[config.mk]
export PLATFORM = sky130hd
export DESIGN_NAME = fmrv32im_div
export DESIGN_NICKNAME = d
export VERILOG_FILES = /design/src/rtl/fmrv32im_pkg.sv /design/src/rtl/fmrv32im_udiv_step.sv /design/src/rtl/fmrv32im_div.sv
export SDC_FILE = /design/constraint.sdc
export NUM_CORES = 1
export LEC_CHECK = 0
export BUFFER_PORTS_ARGS = -buffer_cell sky130_fd_sc_hd__buf_2
export CAP_MARGIN = 20
export CORE_ASPECT_RATIO = 1.25
export CORE_MARGIN = 2
export CORE_UTILIZATION = 62
export CTS_CLUSTER_DIAMETER = 150
export DETAILED_ROUTE_END_ITERATION = 8
export PLACE_DENSITY = 0.83
export SLEW_MARGIN = 20
export SYNTH_ARGS = -nofsm -noshare
export SYNTH_HDL_FRONTEND = slang
export SYNTH_SLANG_ARGS = --single-unit
[constraint.sdc]
create_clock -name CLK -period 7.48 [get_ports CLK]
set_input_delay 0.748 -clock CLK [delete_from_list [all_inputs] [get_ports CLK]]
set_output_delay 0.748 -clock CLK [all_outputs]
set_load 0.02 [all_outputs]
[src/rtl/fmrv32im_pkg.sv]
`default_nettype none
// ============================================================================
// Module      : fmrv32im_pkg
// Description : Shared definitions for the RV32M iterative divider:
//               FSM state encoding, iteration count and the fixed
//               fast-path result constants.
// Revision    : 1.0 - initial release
// ============================================================================
package fmrv32im_pkg;

    typedef enum logic [1:0] {
        S_IDLE   = 2'd0,
        S_EXEC   = 2'd1,
        S_FINISH = 2'd2
    } div_state_t;

    localparam int          DIV_ITER      = 32;
    localparam logic [31:0] DIV_BY_ZERO_Q = 32'hFFFF_FFFF;
    localparam logic [31:0] INT_MIN       = 32'h8000_0000;

endpackage
`default_nettype wire

[src/rtl/fmrv32im_udiv_step.sv]
`default_nettype none
// ============================================================================
// Module      : fmrv32im_udiv_step
// Description : One combinational radix-2 restoring division step.
//               The partial remainder is shifted left with the next dividend
//               bit appended; if it is not below the divisor the divisor is
//               subtracted and the quotient bit is 1.
// Ports       : rem_in       - 33-bit partial remainder from previous step
//               divisor      - 32-bit divisor magnitude
//               dividend_bit - next dividend bit (MSB first)
//               rem_out      - 33-bit partial remainder after this step
//               q_bit        - quotient bit produced by this step
// Revision    : 1.0 - initial release
// ============================================================================
module fmrv32im_udiv_step
    import fmrv32im_pkg::*;
(
    input  logic [32:0] rem_in,
    input  logic [31:0] divisor,
    input  logic        dividend_bit,
    output logic [32:0] rem_out,
    output logic        q_bit
);

    logic [32:0] shifted;
    logic [32:0] diff;

    assign shifted = {rem_in[31:0], dividend_bit};
    assign diff    = shifted - {1'b0, divisor};

    // rem_in[32] is zero whenever the previous step left a remainder below
    // the divisor; folding it in keeps the step correct for any input.
    assign q_bit   = rem_in[32] | (shifted >= {1'b0, divisor});
    assign rem_out = q_bit ? diff : shifted;

endmodule
`default_nettype wire

[src/rtl/fmrv32im_div.sv]
`default_nettype none
// ============================================================================
// Module      : fmrv32im_div
// Description : Iterative 32-bit divider for RV32M DIV/DIVU/REM/REMU.
//               Restoring radix-2 on magnitudes, 32 iterations, with
//               single-cycle fast paths for divide-by-zero and signed
//               overflow. Stalls the core through WAIT and pulses READY for
//               one cycle with the registered result on RD.
// Ports       : RST_N     - asynchronous active-low reset
//               CLK       - clock, rising edge
//               INST_DIV  - signed quotient request
//               INST_DIVU - unsigned quotient request
//               INST_REM  - signed remainder request
//               INST_REMU - unsigned remainder request
//               RS1       - dividend
//               RS2       - divisor
//               WAIT      - stall request to the core
//               READY     - one-cycle pulse, RD valid
//               RD        - result
// Revision    : 1.0 - initial release
// ============================================================================
module fmrv32im_div
    import fmrv32im_pkg::*;
(
    input  logic        RST_N,
    input  logic        CLK,
    input  logic        INST_DIV,
    input  logic        INST_DIVU,
    input  logic        INST_REM,
    input  logic        INST_REMU,
    input  logic [31:0] RS1,
    input  logic [31:0] RS2,
    output logic        WAIT,
    output logic        READY,
    output logic [31:0] RD
);

    div_state_t  state;
    div_state_t  state_next;

    logic [4:0]  count;
    logic [31:0] dividend;
    logic [31:0] divisor;
    logic [32:0] rem;
    logic [31:0] quot;
    logic        is_rem;
    logic        neg_q;
    logic        neg_r;
    logic [31:0] rd_q;

    logic        inst_any;
    logic        inst_signed;
    logic        inst_rem;
    logic        div_zero;
    logic        div_ovf;
    logic        fast_path;
    logic        last_step;
    logic [31:0] rs1_mag;
    logic [31:0] rs2_mag;

    logic [32:0] step_rem;
    logic        step_q;
    logic [31:0] q_final;
    logic [31:0] r_final;
    logic [31:0] result;

    assign inst_any    = INST_DIV | INST_DIVU | INST_REM | INST_REMU;
    assign inst_signed = INST_DIV | INST_REM;
    assign inst_rem    = INST_REM | INST_REMU;

    assign div_zero    = (RS2 == 32'd0);
    assign div_ovf     = inst_signed & (RS1 == INT_MIN) & (RS2 == 32'hFFFF_FFFF);
    assign fast_path   = div_zero | div_ovf;

    // INT_MIN negates to itself, which is its correct unsigned magnitude.
    assign rs1_mag = (inst_signed & RS1[31]) ? -RS1 : RS1;
    assign rs2_mag = (inst_signed & RS2[31]) ? -RS2 : RS2;

    assign last_step = (count == 5'(DIV_ITER - 1));

    assign READY = (state == S_FINISH);
    assign WAIT  = inst_any & ~READY;
    assign RD    = rd_q;

    fmrv32im_udiv_step u_step (
        .rem_in       (rem),
        .divisor      (divisor),
        .dividend_bit (dividend[31]),
        .rem_out      (step_rem),
        .q_bit        (step_q)
    );

    // Result of the final iteration, sign-corrected, so RD is already
    // valid in the FINISH cycle.
    assign q_final = {quot[30:0], step_q};
    assign r_final = step_rem[31:0];
    assign result  = is_rem ? (neg_r ? -r_final : r_final)
                            : (neg_q ? -q_final : q_final);

    always_ff @(posedge CLK or negedge RST_N) begin
        if (!RST_N) begin
            state <= S_IDLE;
        end else begin
            state <= state_next;
        end
    end

    always_comb begin
        state_next = state;
        case (state)
            S_IDLE: begin
                if (inst_any) begin
                    state_next = fast_path ? S_FINISH : S_EXEC;
                end
            end
            S_EXEC: begin
                if (last_step) begin
                    state_next = S_FINISH;
                end
            end
            S_FINISH: begin
                state_next = S_IDLE;
            end
            default: begin
                state_next = S_IDLE;
            end
        endcase
    end

    always_ff @(posedge CLK or negedge RST_N) begin
        if (!RST_N) begin
            count    <= 5'd0;
            dividend <= 32'd0;
            divisor  <= 32'd0;
            rem      <= 33'd0;
            quot     <= 32'd0;
            is_rem   <= 1'b0;
            neg_q    <= 1'b0;
            neg_r    <= 1'b0;
            rd_q     <= 32'd0;
        end else begin
            case (state)
                S_IDLE: begin
                    if (inst_any) begin
                        count    <= 5'd0;
                        dividend <= rs1_mag;
                        divisor  <= rs2_mag;
                        rem      <= 33'd0;
                        quot     <= 32'd0;
                        is_rem   <= inst_rem;
                        neg_q    <= inst_signed & (RS1[31] ^ RS2[31]);
                        neg_r    <= inst_signed & RS1[31];
                        // Fast-path results are architecturally fixed and
                        // bypass sign correction.
                        if (div_zero) begin
                            rd_q <= inst_rem ? RS1 : DIV_BY_ZERO_Q;
                        end else if (div_ovf) begin
                            rd_q <= inst_rem ? 32'd0 : INT_MIN;
                        end
                    end
                end
                S_EXEC: begin
                    count    <= count + 5'd1;
                    dividend <= {dividend[30:0], 1'b0};
                    rem      <= step_rem;
                    quot     <= q_final;
                    if (last_step) begin
                        rd_q <= result;
                    end
                end
                default: begin
                end
            endcase
        end
    end

endmodule
`default_nettype wire

==> out/metrics.yaml <==
run_status: "completed"
top_usage_layer: "met2"
tns_ns: 0
final_common_cell: "o21ai_0"
hpwl_um: 29700
max_slew_margin_pct: 29.3
die_w_um: 132
synth-simple-area-share_pct: 20.5
drt_iter0_drc: 1252
endpoint: "RD[28]"
synth_cell_type_count: 77
grt_pass1_vias: 12200
synth_area_leaders: "dfrtp_1 33%, o21ai_0 8.5%, nand2_1 5.8%, xnor2_1 5.2%, xor2_1 4.1%"
cts_buffers: 17
fin_crit_sh_pct: 73.5
drive_gt1_share_pct: 11.4
hold_ws_ns: 0.351
synth_top_family_by_area: "compound AO/OA/AOI/OAI gates"
cts.sinks: 170
grt_max_degree: 87
synth_fa_ha_area_share_pct: 3.99
ys_seq_area_share_pct: 33.4
mostFrequentLayoutCells: "217 x o21ai_0, 197 x nand2_1, 170 x dfrtp_1"
start_util_pct: 63.1
synth_mux_area_share_pct: 1.52
grt_pass1_wl_um: 64500
tightest_slew_ns: 1.06
cp-end-kind: "flop"
coreArea_sq_um: 20200
synth_cells: 1607
hp-class: "input pin to async pin"
vias: 12700
drt_pass1_iterations: 5
use_met2_pct: 63.0
drc: 0
clock_latency_ns: 0.45
cp_slowest_cell: "a211oi_2"
hold_buffers: 0
viasPerCell: 6.58
arrival_ns: 5.83
synth_edf_count: 0
cp_num_buf_inv: 1
syn_area_sq_um: 12700
fin_nets: 1762
synth_ff_type: "dfrtp_1"
r2r_cells: 17
antenna_found_initial: 0
ant_nets: 0
crit_required_ns: 7.81
async_flop_share_pct: 100
crit_start: "rem[19]"
grt_use_met1_pct: 47.1
final-max-slew-violation-count: 0
htreeDepth: 4
syn_area_per_cell_sq_um: 7.93
overflow: 0
wl_per_cell_um: 20.9
track_usage_pct: 37.5
rrSetupSlack_ns: 1.98
post-cts-setup-buffer-count: 0
yosysTopAreaCellShare_pct: 33.4
place_congestion: 0.995
port_buffers: 103
ioPinCount: 104
cts_tree: "yes"
finalSetupViolations: 0
reg2reg_from: "rem[19]"
dieArea_sq_um: 21700
crit_cells: 17
worstReg2RegEnd: "RD[28]"
period_needed_ns: 5.50
synth-compound-area-share_pct: 26.6
cp_max_fo: 11
rsz0062_at_grt: "false"
clkSlewWorstSetupHoldPaths_ns: 0.08
fp.dieH_um: 164
crit_type: "flop to flop"
clockBufferDepth: 2
cp-start-kind: "flop"
max_freq_mhz: 182
cpPeakStageDelay_ns: 0.50
finClkSkew_ns: 0.0163
cap_violations: 0
routed_wl_um: 40500
cpLargestDelayFamily: "compound AO/OA/AOI/OAI gates"
cts_root_buf: "clkbuf_16"
hold_viol: 0
cp_cell_sequence: "ha_1 > a21oi_1 > o21ai_0 > a21o_1 > a211oi_2 > nand2_1 > inv_1 > ha_1 > nand3_2 > or4_1 > or4_4 > or4_4 > o31ai_4 > xor2_1 > o221ai_1 > a41o_1 > o22a_1"
met3_usage_pct: 4.72
synth_warnings: 0
cts_resized: 0
yosys.area.top_type: "dfrtp_1"
rows: 58
syn_nets: 1717
synth-xor-area-share_pct: 9.35
diodes: 0
area_growth_pct: 10.1
synth-seq-cells: 170
==> cell usage after synthesis, types with 13 or more instances <==
| master | number |
|---|---|
| a22oi_1 | 32 |
| mux2i_1 | 16 |
| nand4_1 | 22 |
| nor4_1 | 18 |
| ha_1 | 39 |
| or3_1 | 13 |
| nor2_1 | 125 |
| o31ai_1 | 30 |
| a211oi_1 | 14 |
| xnor2_1 | 76 |
| nor3_1 | 46 |
| o211ai_1 | 21 |
| a31oi_1 | 23 |
| o21ai_0 | 217 |
| dfrtp_1 | 170 |
| inv_1 | 59 |
| clkbuf_1 | 79 |
| nand2_1 | 197 |
| xor2_1 | 60 |
| nand3_1 | 58 |
| a21oi_1 | 87 |
==> through the flow <==
step / setup slack (ns) / utilization [%] / area, sq um / std cells
CTS: 2.08 / 69.5 / 14000 / 1935
global placement: 2.32 / 66.4 / 13400 / 1903
detailed placement: 2.16 / 66.4 / 13400 / 1903
finish: 1.98 / 69.6 / 14000 / 1935
global route: 1.68 / 69.6 / 14000 / 1935
floorplan: 2.18 / - / 12700 / 1607
==> how the worst min path moves through the flow <==
stage,start,to,slack (ns),cells past startpoint
finish,RST_N,count[2],0.35,1
global route,RST_N,count[2],0.42,1
CTS,RST_N,dividend[26],0.40,1
detailed placement,divisor[3],divisor[3],0.47,2
global placement,divisor[11],divisor[11],0.47,2
floorplan,RST_N,RD[0],0.45,0
==> cells by family after synthesis <==
family,after synthesis
AO/OA/AOI/OAI,538
XOR/XNOR,136
adder cells (fa/ha/maj),40
buffers and inverters,154
flip-flops,170
multiplexers,19
AND/OR/NAND/NOR,550
==> cell type report <==
cell class	instances	area [sq um]
Multi-Input combinational cell	1283	7920
Fill cell	1711	6140
Sequential cell	170	4250
Timing Repair Buffer	121	661
Clock buffer	18	439
Tap cell	270	338
Inverter	59	221
Clock inverter	14	195
==> worst register-to-register path, cell delays in order (launching register included) <==
cell      delay [ns]
dfrtp_1         0.47
ha_1            0.45
a21oi_1         0.25
o21ai_0         0.21
a21o_1          0.25
a211oi_2        0.50
nand2_1         0.16
inv_1           0.34
ha_1            0.36
nand3_2         0.12
or4_1           0.45
or4_4           0.45
or4_4           0.47
o31ai_4         0.19
xor2_1          0.17
o221ai_1        0.13
a41o_1          0.24
o22a_1          0.17
==> state kept, by name, indices dropped and copies added, names as in the netlist <==
| signal | cells |
|---|---|
| rem | 33 |
| RD | 32 |
| count | 5 |
| state | 2 |
| quot | 31 |
| dividend | 32 |
| neg_q | 1 |
| is_rem | 1 |
| divisor | 32 |
| neg_r | 1 |
==> per-layer routing <==
metal | vias to the layer above | routed length (um)
met5 | - | 0
met2 | 602 | 19200
li1 | 5945 | -
met4 | 0 | 2390
met3 | 119 | 2780
met1 | 6072 | 16100
Power is left out: the tool's default activity adds up to more than one toggle a clock period on the data nets, which glitch-free logic cannot reach.
